File: src/rtl/mem_responder_if.sv
// Request/completion handshake bundle between a memory requester and mem_responder.
interface mem_responder_if;
   logic        req_valid;
   logic        req_ready;
   logic [1:0]  req_op;
   logic [32:0] req_addr;
   logic        rsp_valid;
   logic        rsp_ready;
   logic [1:0]  rsp_op;
   logic [32:0] rsp_addr;
   logic        rsp_err;

   modport master (
      output req_valid, req_op, req_addr, rsp_ready,
      input  req_ready, rsp_valid, rsp_op, rsp_addr, rsp_err
   );

   modport slave (
      input  req_valid, req_op, req_addr, rsp_ready,
      output req_ready, rsp_valid, rsp_op, rsp_addr, rsp_err
   );
endinterface

File: src/rtl/mem_responder.sv
// In-order memory completion model: each accepted request is stamped with a due time from
// a single open-row hit/miss latency and released once the free-running counter reaches it.
module mem_responder #(
   parameter int DEPTH    = 16,
   parameter int MISS_LAT = 100,
   parameter int HIT_LAT  = 40
) (
   input  logic           clock,
   input  logic           reset,
   mem_responder_if.slave bus,
   output logic [63:0]    cycle_cnt
);
   localparam int PW = (DEPTH > 1) ? $clog2(DEPTH) : 1;
   localparam int CW = $clog2(DEPTH + 1);

   logic [1:0]    opMem   [DEPTH];
   logic [32:0]   addrMem [DEPTH];
   logic [63:0]   dueMem  [DEPTH];

   logic [PW-1:0] headPtr;
   logic [PW-1:0] tailPtr;
   logic [CW-1:0] count;
   logic [63:0]   lastDue;
   logic [19:0]   openRow;
   logic          openRowValid;

   logic          full;
   logic          empty;
   logic          headDue;
   logic          push;
   logic          pop;
   logic          rowHit;
   logic [63:0]   latTime;
   logic [63:0]   seqTime;
   logic [63:0]   newDue;
   logic [PW-1:0] headNext;
   logic [PW-1:0] tailNext;

   assign full    = (count == CW'(DEPTH));
   assign empty   = (count == '0);
   assign headDue = !empty && (cycle_cnt >= dueMem[headPtr]);
   assign push    = bus.req_valid && !full;
   assign pop     = headDue && bus.rsp_ready;

   // Due times are forced strictly increasing so a fast hit never completes before an older miss.
   assign rowHit  = openRowValid && (openRow == bus.req_addr[32:13]);
   assign latTime = cycle_cnt + (rowHit ? 64'(HIT_LAT) : 64'(MISS_LAT));
   assign seqTime = lastDue + 64'd1;
   assign newDue  = (latTime > seqTime) ? latTime : seqTime;

   assign headNext = (headPtr == PW'(DEPTH - 1)) ? '0 : headPtr + PW'(1);
   assign tailNext = (tailPtr == PW'(DEPTH - 1)) ? '0 : tailPtr + PW'(1);

   // Outputs are forced to their idle values while reset is held, before any edge has cleared state.
   assign bus.req_ready = reset || !full;
   assign bus.rsp_valid = !reset && headDue;
   assign bus.rsp_op    = bus.rsp_valid ? opMem[headPtr] : 2'd0;
   assign bus.rsp_addr  = bus.rsp_valid ? addrMem[headPtr] : 33'd0;
   assign bus.rsp_err   = bus.rsp_valid && (opMem[headPtr] == 2'd3);

   // Entry storage needs no reset: occupancy and pointers decide what is live.
   always_ff @(posedge clock) begin
      if (push) begin
         opMem[tailPtr]   <= bus.req_op;
         addrMem[tailPtr] <= bus.req_addr;
         dueMem[tailPtr]  <= newDue;
      end
   end

   always_ff @(posedge clock) begin
      if (reset) begin
         cycle_cnt    <= '0;
         headPtr      <= '0;
         tailPtr      <= '0;
         count        <= '0;
         lastDue      <= '0;
         openRow      <= '0;
         openRowValid <= 1'b0;
      end else begin
         cycle_cnt <= cycle_cnt + 64'd1;
         if (push) begin
            tailPtr      <= tailNext;
            lastDue      <= newDue;
            openRow      <= bus.req_addr[32:13];
            openRowValid <= 1'b1;
         end
         if (pop) begin
            headPtr <= headNext;
         end
         case ({push, pop})
            2'b10:   count <= count + CW'(1);
            2'b01:   count <= count - CW'(1);
            default: count <= count;
         endcase
      end
   end
endmodule

File: src/flat_wrapper.sv
// flat-port wrapper written by rule: the top's interface ports become plain ports
module mem_responder_flat 
#(
   parameter int DEPTH    = 16,
   parameter int MISS_LAT = 100,
   parameter int HIT_LAT  = 40
)
  (clock, reset, cycle_cnt, bus_req_valid, bus_req_op, bus_req_addr, bus_rsp_ready, bus_req_ready, bus_rsp_valid, bus_rsp_op, bus_rsp_addr, bus_rsp_err);
  mem_responder_if bus_i ();
  input  logic clock;
  input  logic reset;
  output logic [63:0] cycle_cnt;
  input wire logic [$bits(bus_i.req_valid)-1:0] bus_req_valid;
  input wire logic [$bits(bus_i.req_op)-1:0] bus_req_op;
  input wire logic [$bits(bus_i.req_addr)-1:0] bus_req_addr;
  input wire logic [$bits(bus_i.rsp_ready)-1:0] bus_rsp_ready;
  output wire logic [$bits(bus_i.req_ready)-1:0] bus_req_ready;
  output wire logic [$bits(bus_i.rsp_valid)-1:0] bus_rsp_valid;
  output wire logic [$bits(bus_i.rsp_op)-1:0] bus_rsp_op;
  output wire logic [$bits(bus_i.rsp_addr)-1:0] bus_rsp_addr;
  output wire logic [$bits(bus_i.rsp_err)-1:0] bus_rsp_err;
  assign bus_i.req_valid = bus_req_valid;
  assign bus_i.req_op = bus_req_op;
  assign bus_i.req_addr = bus_req_addr;
  assign bus_i.rsp_ready = bus_rsp_ready;
  assign bus_req_ready = bus_i.req_ready;
  assign bus_rsp_valid = bus_i.rsp_valid;
  assign bus_rsp_op = bus_i.rsp_op;
  assign bus_rsp_addr = bus_i.rsp_addr;
  assign bus_rsp_err = bus_i.rsp_err;
  mem_responder #(.DEPTH(DEPTH), .MISS_LAT(MISS_LAT), .HIT_LAT(HIT_LAT)) u_core (.clock(clock), .reset(reset), .bus(bus_i), .cycle_cnt(cycle_cnt));
endmodule
File: config.mk
export PLATFORM = sky130hd
export DESIGN_NAME = mem_responder_flat
export DESIGN_NICKNAME = d
export VERILOG_FILES = /design/src/rtl/mem_responder_if.sv /design/src/rtl/mem_responder.sv /design/src/flat_wrapper.sv
export SDC_FILE = /design/constraint.sdc
export NUM_CORES = 2
export LEC_CHECK = 0
export ABC_AREA = 1
export CAP_MARGIN = 15
export CORE_MARGIN = 3
export CORE_UTILIZATION = 35
export DETAILED_ROUTE_END_ITERATION = 12
export PLACE_DENSITY = 0.52
export RECOVER_POWER = 25
export SETUP_SLACK_MARGIN = 0.3
export SLEW_MARGIN = 20
export SYNTH_ARGS = -nofsm -noshare
export SYNTH_HDL_FRONTEND = slang
export SYNTH_SLANG_ARGS = --single-unit
export TNS_END_PERCENT = 50
File: constraint.sdc
create_clock -name clock -period 6.53 [get_ports clock]
set_input_delay 0.9795 -clock clock [delete_from_list [all_inputs] [get_ports clock]]
set_output_delay 0.9795 -clock clock [all_outputs]
set_load 0.02 [all_outputs]
==> metrics.md <==
| Metric | Value |
|---|---|
| Die Y | 479.2 um |
| Die area | 229600 um2 |
| Failing checks | capacitance limit, slew limit |
| Syn_nets | 6980 |
| CTS Hold Bufs | 0 |
| WP buf/inv | 4 |
| Total Power | 0.02390 W |
| Vias in the first global route | 51170 |
| FF-to-FF setup slack | 480 ps |
| Status | finished, violations left |
| Area Growth Syn to Fin | 18.01% |
| Mean Syn Cell Area | 11.53 um2 |
| CTS HTree Levels | 4 |
| Final RePlAce weighted congestion | 0.9197 |
| Layout cells sized above 1 | 10.44% |
| Synthesized cell area | 78370 um2 |
| TritonCTS clock tree | built |
| Final setup fails | 0 |
| Final HPWL DP | 137600 um |
| Clock sink count | 1750 |
| Switching share of power | 21.79% |
| Core area | 222500 um2 |
| Nets | 7315 |
| Worst path arrival time | 5210 ps |
| Relative slew slack | -206.1% |
| DR vias | 53450 |
| Largest cells by area after synthesis | edfxtp_1 (61%), mux2i_1 (4.6%), dfxtp_1 (4.2%) |
| Non-Filler Instances | 10270 |
| WS Path Type | flop to output pin |
| Max-Cap Viols | 9 |
| Clock Skews | 55.18 ps |
| First-pass DRT Iterations | 6 |
| CP Cell Sequence | buf_16, o211ai_1, o211ai_1, nand2_1, inv_1, ha_1, nand2_1, nor2_1, nand4_1, nor2_1, nand2_1, nand2_1, nor2_1, nand2_1, nand2_1, nand2_2, nand3_2, buf_12, nor2_1, clkdlybuf4s50_1 |
| Startpoint Class | flop |
| CTS Buf Count | 187 |
| Vias per std cell | 5.203 |
| Hold path depth | 2 |
| Crit path largest cell delay | 660 ps |
| Peak VDD IR | 284.2 uV |
| Clk pin slew, worst setup/hold paths | 60 ps |
| Cells after synthesis | 6797 |
| First-pass GRT wire length | 350700 um |
| HP Class | flop to flop |
| Top_reg_cell synth | edfxtp_1 |
| Unrepaired setup endpoints after global routing | true |
| Site Rows | 173 |
| CP endpoint kind | output pin |
| Number of port buffers | 140 |
| Cell count after placement | 9898 |
| Drt total wl | 240100 um |
| HP Start | u_core.openRow[4]$_SDFFE_PP0P_ |
| Synth top area share | 60.69% |
| Fin crit share | 94.74% |
| Delay-heaviest family, CP | simple AND/OR/NAND/NOR gates |
| Synth unique cells | 53 |
| Post-layout minimum cycle time | 6186 ps |
| Worst slack, placed | -179.2 ps |
| Root buffer cell | clkbuf_16 |
| Clk Latency, worst-skew pair | 840 ps |
| Initial Util | 35.22% |
| Ys Warns | 0 |
| Worst hold slack | 478.3 ps |
| Worst Reg-to-Reg Cells | 5 |
| Detail Route Antenna Nets | 0 |
| Actual slew at the worst max-slew pin | 4592 ps |
| Worst R2R End | u_core.dueMem[15][1]$_DFFE_PP_ |
| Width of the die | 479.2 um |
| Drt wl/cell | 23.37 um |
| Max-slew violation count | 339 |
| Power per cell area | 258.4 nW/um2 |
| Worst r2r src | u_core.count[1]$_SDFFE_PP0P_ |
| Gr usage total | 20.45% |
| Number of synthesized flops with an enable pin | 1584 |
| Pin count of the biggest net entering global routing | 222 |
| Final Hold Viols | 0 |
| Crit path max fanout | 120 |
| Fraction of registers with async set/reset | 0% |
| Pint | 0.01869 W |
| Post-synth top area cell | edfxtp_1 |
| Worst path most repeated cell | nand2_1 |
| Worst-case clock buffer depth | 3 |
| Sequential share of power | 52.2% |
| Fmax | 161.6 MHz |
| Placed Area | 86010 um2 |
| Iteration-0 DRC Markers | 4992 |
| CP Data Required Time | 5550 ps |
| I/O pins | 141 |
| Register bit count reported by yosys | 1750 |
| P_sw | 0.005209 W |
| Combinational share of power | 4.1% |
| Final critical-path setup slack | 343.8 ps |
| Worst hold endpoint | u_core.openRow[4]$_SDFFE_PP0P_ |
| Clock share of power | 43.7% |
| Final instance area | 92490 um2 |
| Sequential area share after synthesis | 64.93% |
| Antenna violations before repair | 7 |
| Slowest cell on crit path | clkdlybuf4s50_1 |
| Lkg Pwr | 33.83 nW |
| DRC | 0 |
| GRT overflow | 0 |
| Filler instances | 21000 |
## cell usage after synthesis, drive strengths merged, types with 3 or more instances
library cell / instances
buf: 168
o21ai: 602
xor2: 110
mux2: 35
nand2: 806
nor2: 365
a21o: 3
mux2i: 361
o22ai: 3
nor4: 12
nand3: 404
clkinv: 6
o21a: 14
edfxtp: 1584
inv: 831
dfxtp: 166
clkbuf: 179
nand4: 55
a21oi: 572
o211ai: 299
nor3: 54
xnor2: 9
ha: 142
## power groups by stage
stage               Sequential (W)  Clock, W  Combinational [W]
detailed placement          0.0127         0           0.000993
global route                0.0125    0.0111            0.00109
CTS                         0.0125    0.0107           0.000998
floorplan                   0.0127         0           0.000464
global placement            0.0127         0           0.000982
finish                      0.0125    0.0105           0.000986
## cells in the final DEF, fill, tap and decap left out, types with 6 or more instances in the layout
master,count
a21oi_1,571
buf_12,97
buf_16,12
buf_4,198
bufbuf_16,9
bufinv_16,12
clkbuf_1,78
clkbuf_16,190
clkbuf_8,13
clkdlybuf4s50_1,15
clkinv_1,39
clkinv_16,6
clkinv_2,26
clkinvlp_4,7
dfxtp_1,162
dlygate4sd2_1,7
dlygate4sd3_1,99
dlymetal6s2s_1,17
edfxtp_1,1584
ha_1,142
inv_1,813
inv_2,16
mux2_2,35
mux2i_1,361
nand2_1,781
nand2_2,23
nand3_1,397
nand3_2,6
nand4_1,54
nor2_1,314
nor2_2,29
nor2_4,21
nor3_1,37
nor3_2,12
nor4_1,9
o211ai_1,299
o21a_1,14
o21ai_0,596
xnor2_1,9
xor2_1,105
## per-stage QoR
stage	TNS (ps)	utilization, %
2_1_floorplan	-68400	-
3_3_place_gp	-70130	38.64
3_5_place_dp	-103510	38.65
4_1_cts	0	41.61
5_1_grt	0	41.56
6_report	0	41.56
## routing by layer
layer  global-route usage, %  wire [um]
met2                   32.04     109200
met3                   2.833      14570
met4                   4.557       4793
met5                       0          0
met1                   30.11     111500
## how the worst max path moves through the flow
stage                                start                             end  slack, ps  cells after the start
after global placement    bus_req_addr[19]  u_core.dueMem[3][31]$_DFFE_PP_       -140                     28
after detailed placement  bus_req_addr[19]  u_core.dueMem[3][31]$_DFFE_PP_       -180                     26
after floorplan              bus_req_valid  u_core.addrMem[0][0]$_DFFE_PP_        -60                      6
final                                 flop                 bus_rsp_addr[4]        340                     20
after CTS                             flop                   bus_rsp_op[1]        180                     24
after global routing                  flop                     bus_rsp_err         20                     22
## layout make-up
cell class	instances	area, um2	area share [%]
tap	2975	3722	4.025
timing repair buffer	493	5689	6.151
multi-input combinational	3863	22920	24.78
clock buffer	254	5104	5.518
clock inverter	95	973.4	1.052
inverter	837	3168	3.425
sequential	1750	50900	55.04
antenna	5	12.51	0.01353
## state kept, by name (all words and copies together) (netlist names), named ones only
signal,count
u_core.headPtr,4
u_core.openRow,20
u_core.dueMem,1024
u_core.count,5
u_core.addrMem,528
u_core.lastDue,64
u_core.openRowValid,1
u_core.opMem,32
u_core.tailPtr,4
u_core.cycle_cnt,64
## kinds of logic after synthesis
| family | Yosys count | synth area share, % |
|---|---|---|
| adders and majority gates | 144 | 2.318 |
| and+or+nand+nor | 1702 | 9.611 |
| AOI/OAI and AO/OA | 1502 | 10.65 |
| DFF | 1750 | 64.93 |
| xor gates and xnor gates | 119 | 1.378 |
| buffers and inverters | 1184 | 6.001 |
| muxes | 396 | 5.114 |
## timing repair
action / 4_1_cts / 5_1_grt
buffers inserted: 9 / 1
pin swaps: 0 / 1
gates cloned: 9 / 1
resized for setup: 34 / 28
endpoints found under the setup margin: 37 / 37
## worst register-to-register path: cells and delay by family (launching register included)
| family | cells | cell delay [ps] |
|---|---|---|
| buffers and inverters | 1 | 1080 |
| flip-flops | 1 | 410 |
| AND/OR/NAND/NOR | 4 | 4090 |
Note: power is estimated with default switching activity, not from simulation.
